===== src/rtl/dmem_lsu_ctrl_if.sv =====
// Bundle between the memory-stage request port, the LSU, and the word-wide data memory.
// Handshake: a request transfers on a rising edge where req_valid && req_ready; the
// requester holds every req_* field stable until then. resp_valid is a one-cycle pulse
// that cannot be stalled, and resp_rdata/resp_err are meaningful only while it is high.
interface dmem_lsu_ctrl_if;
  logic        req_valid;
  logic        req_ready;
  logic        req_we;
  logic [1:0]  req_size;
  logic        req_unsigned;
  logic [31:0] req_addr;
  logic [31:0] req_wdata;

  logic        resp_valid;
  logic [31:0] resp_rdata;
  logic        resp_err;

  logic        mem_write_en;
  logic [31:0] mem_addr;
  logic [31:0] mem_write_data;
  logic [31:0] mem_read_data;

  // Core plus memory side.
  modport master (
    output req_valid, req_we, req_size, req_unsigned, req_addr, req_wdata,
    output mem_read_data,
    input  req_ready, resp_valid, resp_rdata, resp_err,
    input  mem_write_en, mem_addr, mem_write_data
  );

  // The load/store sequencer.
  modport slave (
    input  req_valid, req_we, req_size, req_unsigned, req_addr, req_wdata,
    input  mem_read_data,
    output req_ready, resp_valid, resp_rdata, resp_err,
    output mem_write_en, mem_addr, mem_write_data
  );
endinterface


===== src/rtl/dmem_lsu_ctrl.sv =====
// Byte/half/word load-store sequencer onto a word-wide data memory (read-modify-write
// for sub-word stores). Optional macro DMEM_LSU_MISALIGN_CHECK_EN flags misaligned accesses.
module dmem_lsu_ctrl #(
  parameter int ADDR_W = 12
) (
  input  logic            clk,
  input  logic            rst,
  dmem_lsu_ctrl_if.slave  bus,
  output logic [1:0]      dbg_state
);

  typedef enum logic [1:0] {
    IDLE = 2'd0,
    RD   = 2'd1,
    WR   = 2'd2,
    RESP = 2'd3
  } state_t;

  state_t      state;
  logic        cap_we;
  logic [1:0]  cap_size;
  logic        cap_uns;
  logic [1:0]  cap_lane;
  logic [31:0] cap_wdata;
  logic        err_q;
  logic        misaligned;
  logic [31:0] word_idx;
  logic        unused_addr_hi;

  assign bus.req_ready = (state == IDLE);
  assign bus.resp_err  = err_q;
  assign dbg_state     = state;

  // Upper address bits alias onto the memory; they are dropped rather than flagged.
  assign word_idx       = 32'(bus.req_addr[ADDR_W+1:2]);
  assign unused_addr_hi = ^bus.req_addr[31:ADDR_W+2];

`ifdef DMEM_LSU_MISALIGN_CHECK_EN
  assign misaligned = ((bus.req_size == 2'b01) && bus.req_addr[0]) ||
                      (bus.req_size[1] && (bus.req_addr[1:0] != 2'b00));
`else
  assign misaligned = 1'b0;
`endif

  // Halves look only at lane[1] and words ignore the lane, which silently aligns
  // any low address bits that the misalignment check does not catch.
  function automatic logic [31:0] extract(input logic [31:0] w, input logic [1:0] size,
                                          input logic uns, input logic [1:0] lane);
    logic [7:0]  b;
    logic [15:0] h;
    b = w[{lane, 3'b000} +: 8];
    h = lane[1] ? w[31:16] : w[15:0];
    case (size)
      2'b00:   extract = uns ? {24'd0, b} : {{24{b[7]}}, b};
      2'b01:   extract = uns ? {16'd0, h} : {{16{h[15]}}, h};
      default: extract = w;
    endcase
  endfunction

  function automatic logic [31:0] merge(input logic [31:0] w, input logic [31:0] wd,
                                        input logic [1:0] size, input logic [1:0] lane);
    logic [31:0] m;
    m = w;
    case (size)
      2'b00: m[{lane, 3'b000} +: 8] = wd[7:0];
      2'b01: begin
        if (lane[1]) m[31:16] = wd[15:0];
        else         m[15:0]  = wd[15:0];
      end
      default: m = wd;
    endcase
    merge = m;
  endfunction

  always_ff @(posedge clk or posedge rst) begin
    if (rst) begin
      state              <= IDLE;
      cap_we             <= 1'b0;
      cap_size           <= 2'b00;
      cap_uns            <= 1'b0;
      cap_lane           <= 2'b00;
      cap_wdata          <= 32'd0;
      err_q              <= 1'b0;
      bus.resp_valid     <= 1'b0;
      bus.resp_rdata     <= 32'd0;
      bus.mem_write_en   <= 1'b0;
      bus.mem_addr       <= 32'd0;
      bus.mem_write_data <= 32'd0;
    end else begin
      case (state)
        IDLE: begin
          bus.resp_valid <= 1'b0;
          if (bus.req_valid) begin
            cap_we       <= bus.req_we;
            cap_size     <= bus.req_size;
            cap_uns      <= bus.req_unsigned;
            cap_lane     <= bus.req_addr[1:0];
            cap_wdata    <= bus.req_wdata;
            bus.mem_addr <= word_idx;
            if (misaligned) begin
              // Rejected without touching memory; response goes out next cycle.
              err_q          <= 1'b1;
              bus.resp_rdata <= 32'd0;
              bus.resp_valid <= 1'b1;
              state          <= RESP;
            end else if (bus.req_we && bus.req_size[1]) begin
              bus.mem_write_data <= bus.req_wdata;
              bus.mem_write_en   <= 1'b1;
              state              <= WR;
            end else begin
              state <= RD;
            end
          end
        end
        RD: begin
          if (cap_we) begin
            bus.mem_write_data <= merge(bus.mem_read_data, cap_wdata, cap_size, cap_lane);
            bus.mem_write_en   <= 1'b1;
            state              <= WR;
          end else begin
            bus.resp_rdata <= extract(bus.mem_read_data, cap_size, cap_uns, cap_lane);
            err_q          <= 1'b0;
            bus.resp_valid <= 1'b1;
            state          <= RESP;
          end
        end
        WR: begin
          bus.mem_write_en <= 1'b0;
          bus.resp_rdata   <= 32'd0;
          err_q            <= 1'b0;
          bus.resp_valid   <= 1'b1;
          state            <= RESP;
        end
        default: begin
          bus.resp_valid <= 1'b0;
          state          <= IDLE;
        end
      endcase
    end
  end

endmodule


===== src/flat_wrapper.sv =====
// flat-port wrapper written by rule: the top's interface ports become plain ports
module dmem_lsu_ctrl_flat 
#(
  parameter int ADDR_W = 12
)
  (clk, rst, dbg_state, bus_req_valid, bus_req_we, bus_req_size, bus_req_unsigned, bus_req_addr, bus_req_wdata, bus_mem_read_data, bus_req_ready, bus_resp_valid, bus_resp_rdata, bus_resp_err, bus_mem_write_en, bus_mem_addr, bus_mem_write_data);
  dmem_lsu_ctrl_if bus_i ();
  input  logic clk;
  input  logic rst;
  output logic [1:0] dbg_state;
  input wire logic [$bits(bus_i.req_valid)-1:0] bus_req_valid;
  input wire logic [$bits(bus_i.req_we)-1:0] bus_req_we;
  input wire logic [$bits(bus_i.req_size)-1:0] bus_req_size;
  input wire logic [$bits(bus_i.req_unsigned)-1:0] bus_req_unsigned;
  input wire logic [$bits(bus_i.req_addr)-1:0] bus_req_addr;
  input wire logic [$bits(bus_i.req_wdata)-1:0] bus_req_wdata;
  input wire logic [$bits(bus_i.mem_read_data)-1:0] bus_mem_read_data;
  output wire logic [$bits(bus_i.req_ready)-1:0] bus_req_ready;
  output wire logic [$bits(bus_i.resp_valid)-1:0] bus_resp_valid;
  output wire logic [$bits(bus_i.resp_rdata)-1:0] bus_resp_rdata;
  output wire logic [$bits(bus_i.resp_err)-1:0] bus_resp_err;
  output wire logic [$bits(bus_i.mem_write_en)-1:0] bus_mem_write_en;
  output wire logic [$bits(bus_i.mem_addr)-1:0] bus_mem_addr;
  output wire logic [$bits(bus_i.mem_write_data)-1:0] bus_mem_write_data;
  assign bus_i.req_valid = bus_req_valid;
  assign bus_i.req_we = bus_req_we;
  assign bus_i.req_size = bus_req_size;
  assign bus_i.req_unsigned = bus_req_unsigned;
  assign bus_i.req_addr = bus_req_addr;
  assign bus_i.req_wdata = bus_req_wdata;
  assign bus_i.mem_read_data = bus_mem_read_data;
  assign bus_req_ready = bus_i.req_ready;
  assign bus_resp_valid = bus_i.resp_valid;
  assign bus_resp_rdata = bus_i.resp_rdata;
  assign bus_resp_err = bus_i.resp_err;
  assign bus_mem_write_en = bus_i.mem_write_en;
  assign bus_mem_addr = bus_i.mem_addr;
  assign bus_mem_write_data = bus_i.mem_write_data;
  dmem_lsu_ctrl #(.ADDR_W(ADDR_W)) u_core (.clk(clk), .rst(rst), .bus(bus_i), .dbg_state(dbg_state));
endmodule

===== config.mk =====
export PLATFORM = sky130hd
export DESIGN_NAME = dmem_lsu_ctrl_flat
export DESIGN_NICKNAME = d
export VERILOG_FILES = /design/src/rtl/dmem_lsu_ctrl_if.sv /design/src/rtl/dmem_lsu_ctrl.sv /design/src/flat_wrapper.sv
export SDC_FILE = /design/constraint.sdc
export NUM_CORES = 1
export LEC_CHECK = 0
export ABC_CLOCK_PERIOD_IN_PS = 4600
export BUFFER_PORTS_ARGS = -buffer_cell sky130_fd_sc_hd__buf_2
export CORE_ASPECT_RATIO = 0.75
export CORE_UTILIZATION = 50
export CTS_BUF_LIST = sky130_fd_sc_hd__clkbuf_2 sky130_fd_sc_hd__clkbuf_4 sky130_fd_sc_hd__clkbuf_8
export DETAILED_ROUTE_END_ITERATION = 8
export PLACE_DENSITY = 0.79
export SYNTH_ARGS = -nofsm -noshare
export SYNTH_HDL_FRONTEND = slang
export SYNTH_SLANG_ARGS = --single-unit

===== constraint.sdc =====
create_clock -name clk -period 4.6 [get_ports clk]
set_input_delay 1.15 -clock clk [delete_from_list [all_inputs] [get_ports clk]]
set_output_delay 1.15 -clock clk [all_outputs]
set_load 0.1 [all_outputs]

After elaboration in Yosys (flattened, before gate mapping)
Cells that the tools add are included.
{"block": "totals", "register_bits": 119, "latch_bits": 0, "ram_bits": 0, "rom_bits": 0, "inputBits": 103, "output_inout_bits": 102, "wordCells": 59, "n_memories": 0}
{"block": "classes", "addsub": 1, "mul": 0, "n_div": 0, "order_cmp": 0, "eq_ne": 7, "shifts": 3, "n_mux": 26, "bitwise": 0, "reduce_logical": 10}
{"operator": "32-bit one-hot mux with 2 select lines", "n": 4}
{"operator": "32-bit 2-to-1 mux", "n": 6}
{"operator": "16-bit 2-to-1 mux", "n": 3}
{"operator": "32-bit bitwise mux", "n": 1}
{"operator": "8-bit by 7-bit variable shift with 32-bit output, first input constant", "n": 1}
{"operator": "32-bit by 6-bit variable part select with 8-bit output", "n": 1}
{"operator": "8-bit by 7-bit variable part select with 32-bit output", "n": 1}
{"operator": "4-bit AND reduction", "n": 2}
{"operator": "5-bit negation with 7-bit output", "n": 1}
{"operator": "1-bit 2-to-1 mux", "n": 6}
{"operator": "2-bit one-hot mux with 3 select lines", "n": 1}
{"operator": "2-bit by 1-bit equality test with 1-bit output, second input constant", "n": 2}
{"operator": "2-bit logical NOT", "n": 2}
{"operator": "2-bit 2-to-1 mux", "n": 2}
{"operator": "2-bit by 1-bit inequality test with 1-bit output, second input constant", "n": 2}
{"operator": "2-bit inequality test, second input constant", "n": 2}
{"operator": "1-bit one-hot mux with 2 select lines", "n": 2}
{"operator": "2-bit AND reduction", "n": 2}
{"operator": "2-bit nonzero test", "n": 2}
{"operator": "1-bit one-hot mux with 3 select lines", "n": 1}
{"operator": "3-bit nonzero test", "n": 1}
{"operator": "2-bit equality test, second input constant", "n": 1}
{"operator": "1-bit logical AND", "n": 1}

Logic depth before layout (Yosys ltp)
{"block": "depth", "ltp_word": 6, "ltp_mapped": 9, "ltp_nobuf": 6}

Worst setup path after synthesis
Ideal clock, no wire load.
{"block": "synth_path", "path_kind": "reg-to-output", "start": "reg u_core.state[1], in the netlist u_core.dbg_state[1]", "end": "out bus_req_ready", "arrival_ns": 1.887, "required_ns": 3.450, "path_slack_ns": 1.563, "stages_incl_launch_ff": 3, "path_buffers": 0, "cell_sequence": "dfrtp_1 inv_1 ha_1"}
{"block": "synth_via", "elab_chain_len": 1}
{"element": "from (decl)", "line": "dmem_lsu_ctrl.sv:19", "rtl": "state_t state;"}
{"element": "from (signal assigned)", "line": "dmem_lsu_ctrl.sv:77", "rtl": "state <= IDLE;"}
{"element": "from (signal assigned)", "line": "dmem_lsu_ctrl.sv:105", "rtl": "state <= RESP;"}
{"element": "from (signal assigned)", "line": "dmem_lsu_ctrl.sv:109", "rtl": "state <= WR;"}
{"element": "2-bit logical NOT", "line": "dmem_lsu_ctrl.sv:30", "rtl": "assign bus.req_ready = (state == IDLE);"}
{"element": "to (decl)", "line": "flat_wrapper.sv:18", "rtl": "output wire logic [$bits(bus_i.req_ready)-1:0] bus_req_ready;"}
Every way passes these cells.

Final worst setup path
Ends and elaborated chain as after synthesis.

==> flow_metrics.py <==
metrics = {
    "synthesis": {
        "yosys.area.top_type": "dfrtp_1",
        "netlist_area_um2": 6250,
        "synth_warnings": 0,
        "synthTopCellsByCount": "118 x dfrtp_1, 70 x nand2_1, 52 x mux2_2, 52 x nor2_1, 30 x o21ai_0",
        "ys_dominant_reg_cell": "dfrtp_1",
        "synth_edf_count": 0,
        "synth-seq-cells": 118,
        "yosysSeqAreaShare": 0.472,
        "yosysUniqueCellTypes": 52,
        "netlist_instances": 599,
        "synth_most_common_cell": "dfrtp_1",
        "synthArstFlopShare": 1.00,
        "synth_top_area_frac": 0.472,
        "yosys-top-cells-area": "dfrtp_1 47%, mux2_2 9.4%, nand2_1 4.2%",
        "avgSynthCellArea_um2": 10.4,
    },
    "place": {
        "hpwl_um": 13600,
        "gp_congestion": 0.919,
        "numPortBuffers": 165,
        "place_area_um2": 7070,
    },
    "cts": {
        "htreeDepth": 4,
        "cts_setup_buffers": 0,
        "cts_tree": "done",
        "clkSlewWorstSetupHoldPaths_ns": 0.07,
        "cts_buffers": 17,
        "cts-root-buf": "clkbuf_8",
        "cts_sinks": 118,
        "worstSkewPairLatency_ns": 0.44,
        "cts-resized-gates": 0,
        "cts_hold_buf": 0,
        "cts_max_path_buffers": 2,
    },
    "setup_path": {
        "cp.required_ns": 3.45,
        "timing.rr.start": "u_core.cap_lane[0]",
        "slowest_delay_ns": 0.48,
        "r2r_setup_slack_ns": 1.74,
        "path_delay_family": "buffers and inverters",
        "path_max_fanout": 8,
        "critPathBufInv": 2,
        "crit_start": "u_core.dbg_state[1]",
        "critPathKind": "reg2out",
        "start_kind": "register",
        "r2r_cells": 6,
        "crit_slowest_cell": "buf_2",
        "crit_chain": "inv_1 > ha_1 > buf_2",
        "crit_arrival_ns": 1.81,
        "r2r_end": "u_core.bus.mem_write_data[28]",
        "cp-end-kind": "output pin",
    },
    "route": {
        "wirelength_um": 18700,
        "ant_nets": 0,
        "drc_errors": 0,
        "drtIter0Drc": 467,
        "detail_route.wl_per_cell_um": 20.3,
        "via_per_inst": 6.01,
        "dr.pass1.iters": 5,
        "vias": 5537,
    },
    "global_route": {
        "grt_antenna_before_repair": 0,
        "track_usage": 0.299,
        "grt_max_degree": 67,
        "grt_pass1_wl_um": 29700,
        "first_global_vias": 5393,
        "grt_overflow": 0,
    },
    "min_path": {
        "hp-class": "reg2reg",
        "min_to": "u_core.bus.mem_write_data[2]",
        "hold_depth": 2,
        "min_from": "u_core.bus.mem_write_data[2]",
    },
    "timing": {
        "holdWs_ns": 0.475,
        "setup_viol": 0,
        "finalCritPeriodShare": 0.643,
        "period_needed_ns": 2.96,
        "setup_tns_ns": 0,
        "fmax_ghz": 0.338,
        "worst_pin_slew_ns": 0.951,
        "fin_skew_ns": 0.0109,
        "maxSlewHeadroom": 0.364,
        "rsz0062_at_grt": "no",
        "hold_viol": 0,
        "final_max_slew_viol_count": 0,
    },
    "floorplan": {
        "rows": 34,
        "dieArea_um2": 13000,
        "core_um2": 11900,
        "initial_utilization": 0.527,
        "die_y_um": 98.8,
        "num_io_pins": 205,
        "die_w_um": 131,
    },
    "finish": {
        "utilization": 0.629,
        "drive_gt1_frac": 0.368,
        "syn2layout_area_growth_pct": 19.5,
        "diodes": 0,
        "fin_area_um2": 7470,
        "nNetsFinal": 860,
    },
    "run": {
        "drv_cap": 0,
    },
    "run_status": {
        "status": "finished, final reports clean",
    },
}
area by class of cell:
class | count | area (um^2)
Timing Repair Buffer | 174 | 893
Clock inverter | 14 | 154
Multi-Input combinational cell | 424 | 2970
Inverter | 12 | 47.5
Sequential cell | 118 | 2950
Clock buffer | 18 | 248
Tap cell | 162 | 203
Fill cell | 1017 | 4400
stage by stage:
stage / cells / setup WS (ns)
2_1_floorplan: 619 / 0.321
3_3_place_gp: 890 / 1.84
3_5_place_dp: 890 / 1.79
4_1_cts: 922 / 1.62
5_1_grt: 922 / 1.52
6_report: 922 / 1.64
state kept, by name, indices dropped and copies added, names as in the netlist:
register                   count
u_core.bus.mem_write_data     32
u_core.bus.resp_rdata         32
u_core.cap_wdata              32
u_core.bus.mem_addr           12
u_core.cap_lane                2
u_core.cap_size                2
u_core.dbg_state               2
u_core.bus.mem_write_en        1
u_core.bus.resp_valid          1
u_core.cap_uns                 1
u_core.cap_we                  1
placed cells by master (no fill, tap or decap), types with 6 or more instances in the layout:
cell / Yosys / routed
nor2b_1: 8 / 8
buf_4: 21 / 9
a21oi_1: 9 / 9
mux2i_1: 6 / 6
inv_1: 11 / 10
clkbuf_8: 0 / 18
nand2_1: 70 / 69
nor2_1: 52 / 52
a22o_1: 10 / 10
a221o_2: 10 / 10
nand4_1: 8 / 8
dfrtp_1: 118 / 118
o31ai_1: 29 / 29
conb_1: 1 / 21
ha_1: 10 / 10
buf_2: 12 / 165
o21a_1: 6 / 6
o21ai_0: 30 / 30
o2111ai_1: 8 / 8
mux2_2: 52 / 52
a221oi_1: 24 / 24
nand2b_1: 8 / 8
a221o_1: 12 / 12
clkinv_4: 0 / 6
per-layer routing:
metal | vias up | wire length [um] | global-route usage
li1 | 2478 | - | -
met2 | 373 | 8230 | 0.459
met3 | 53 | 2190 | 0.0895
met5 | - | 0 | 0
met4 | 0 | 439 | 0.0986
met1 | 2633 | 7830 | 0.405
how the worst max path moves through the flow:
stage / to / slack, ns / cells past startpoint
after detailed placement: u_core.bus.mem_addr[0] / 1.79 / 4
after global placement: u_core.cap_lane[1] / 1.84 / 4
final: bus_req_ready / 1.64 / 3
after floorplan: u_core.bus.mem_addr[0] / 0.32 / 1
after global routing: bus_req_ready / 1.52 / 3
after CTS: bus_req_ready / 1.62 / 3
worst min-delay path, stage by stage, from the launching register on:
cell and delay [ns]:
dfrtp_1 0.34, nand2_1 0.05, o31ai_1 0.05
cells by family after synthesis:
family / after synthesis / share of synthesized area
AND/OR/NAND/NOR: 168 / 0.125
AO/OA/AOI/OAI: 164 / 0.204
flip-flops: 118 / 0.472
buffers and inverters: 77 / 0.0649
multiplexers: 61 / 0.114
adder cells (fa/ha/maj): 10 / 0.0200
other: 1 / 0.000600
Power is not shown: default switching activity piles up to over one toggle a cycle in this logic, so the estimate is an artifact.
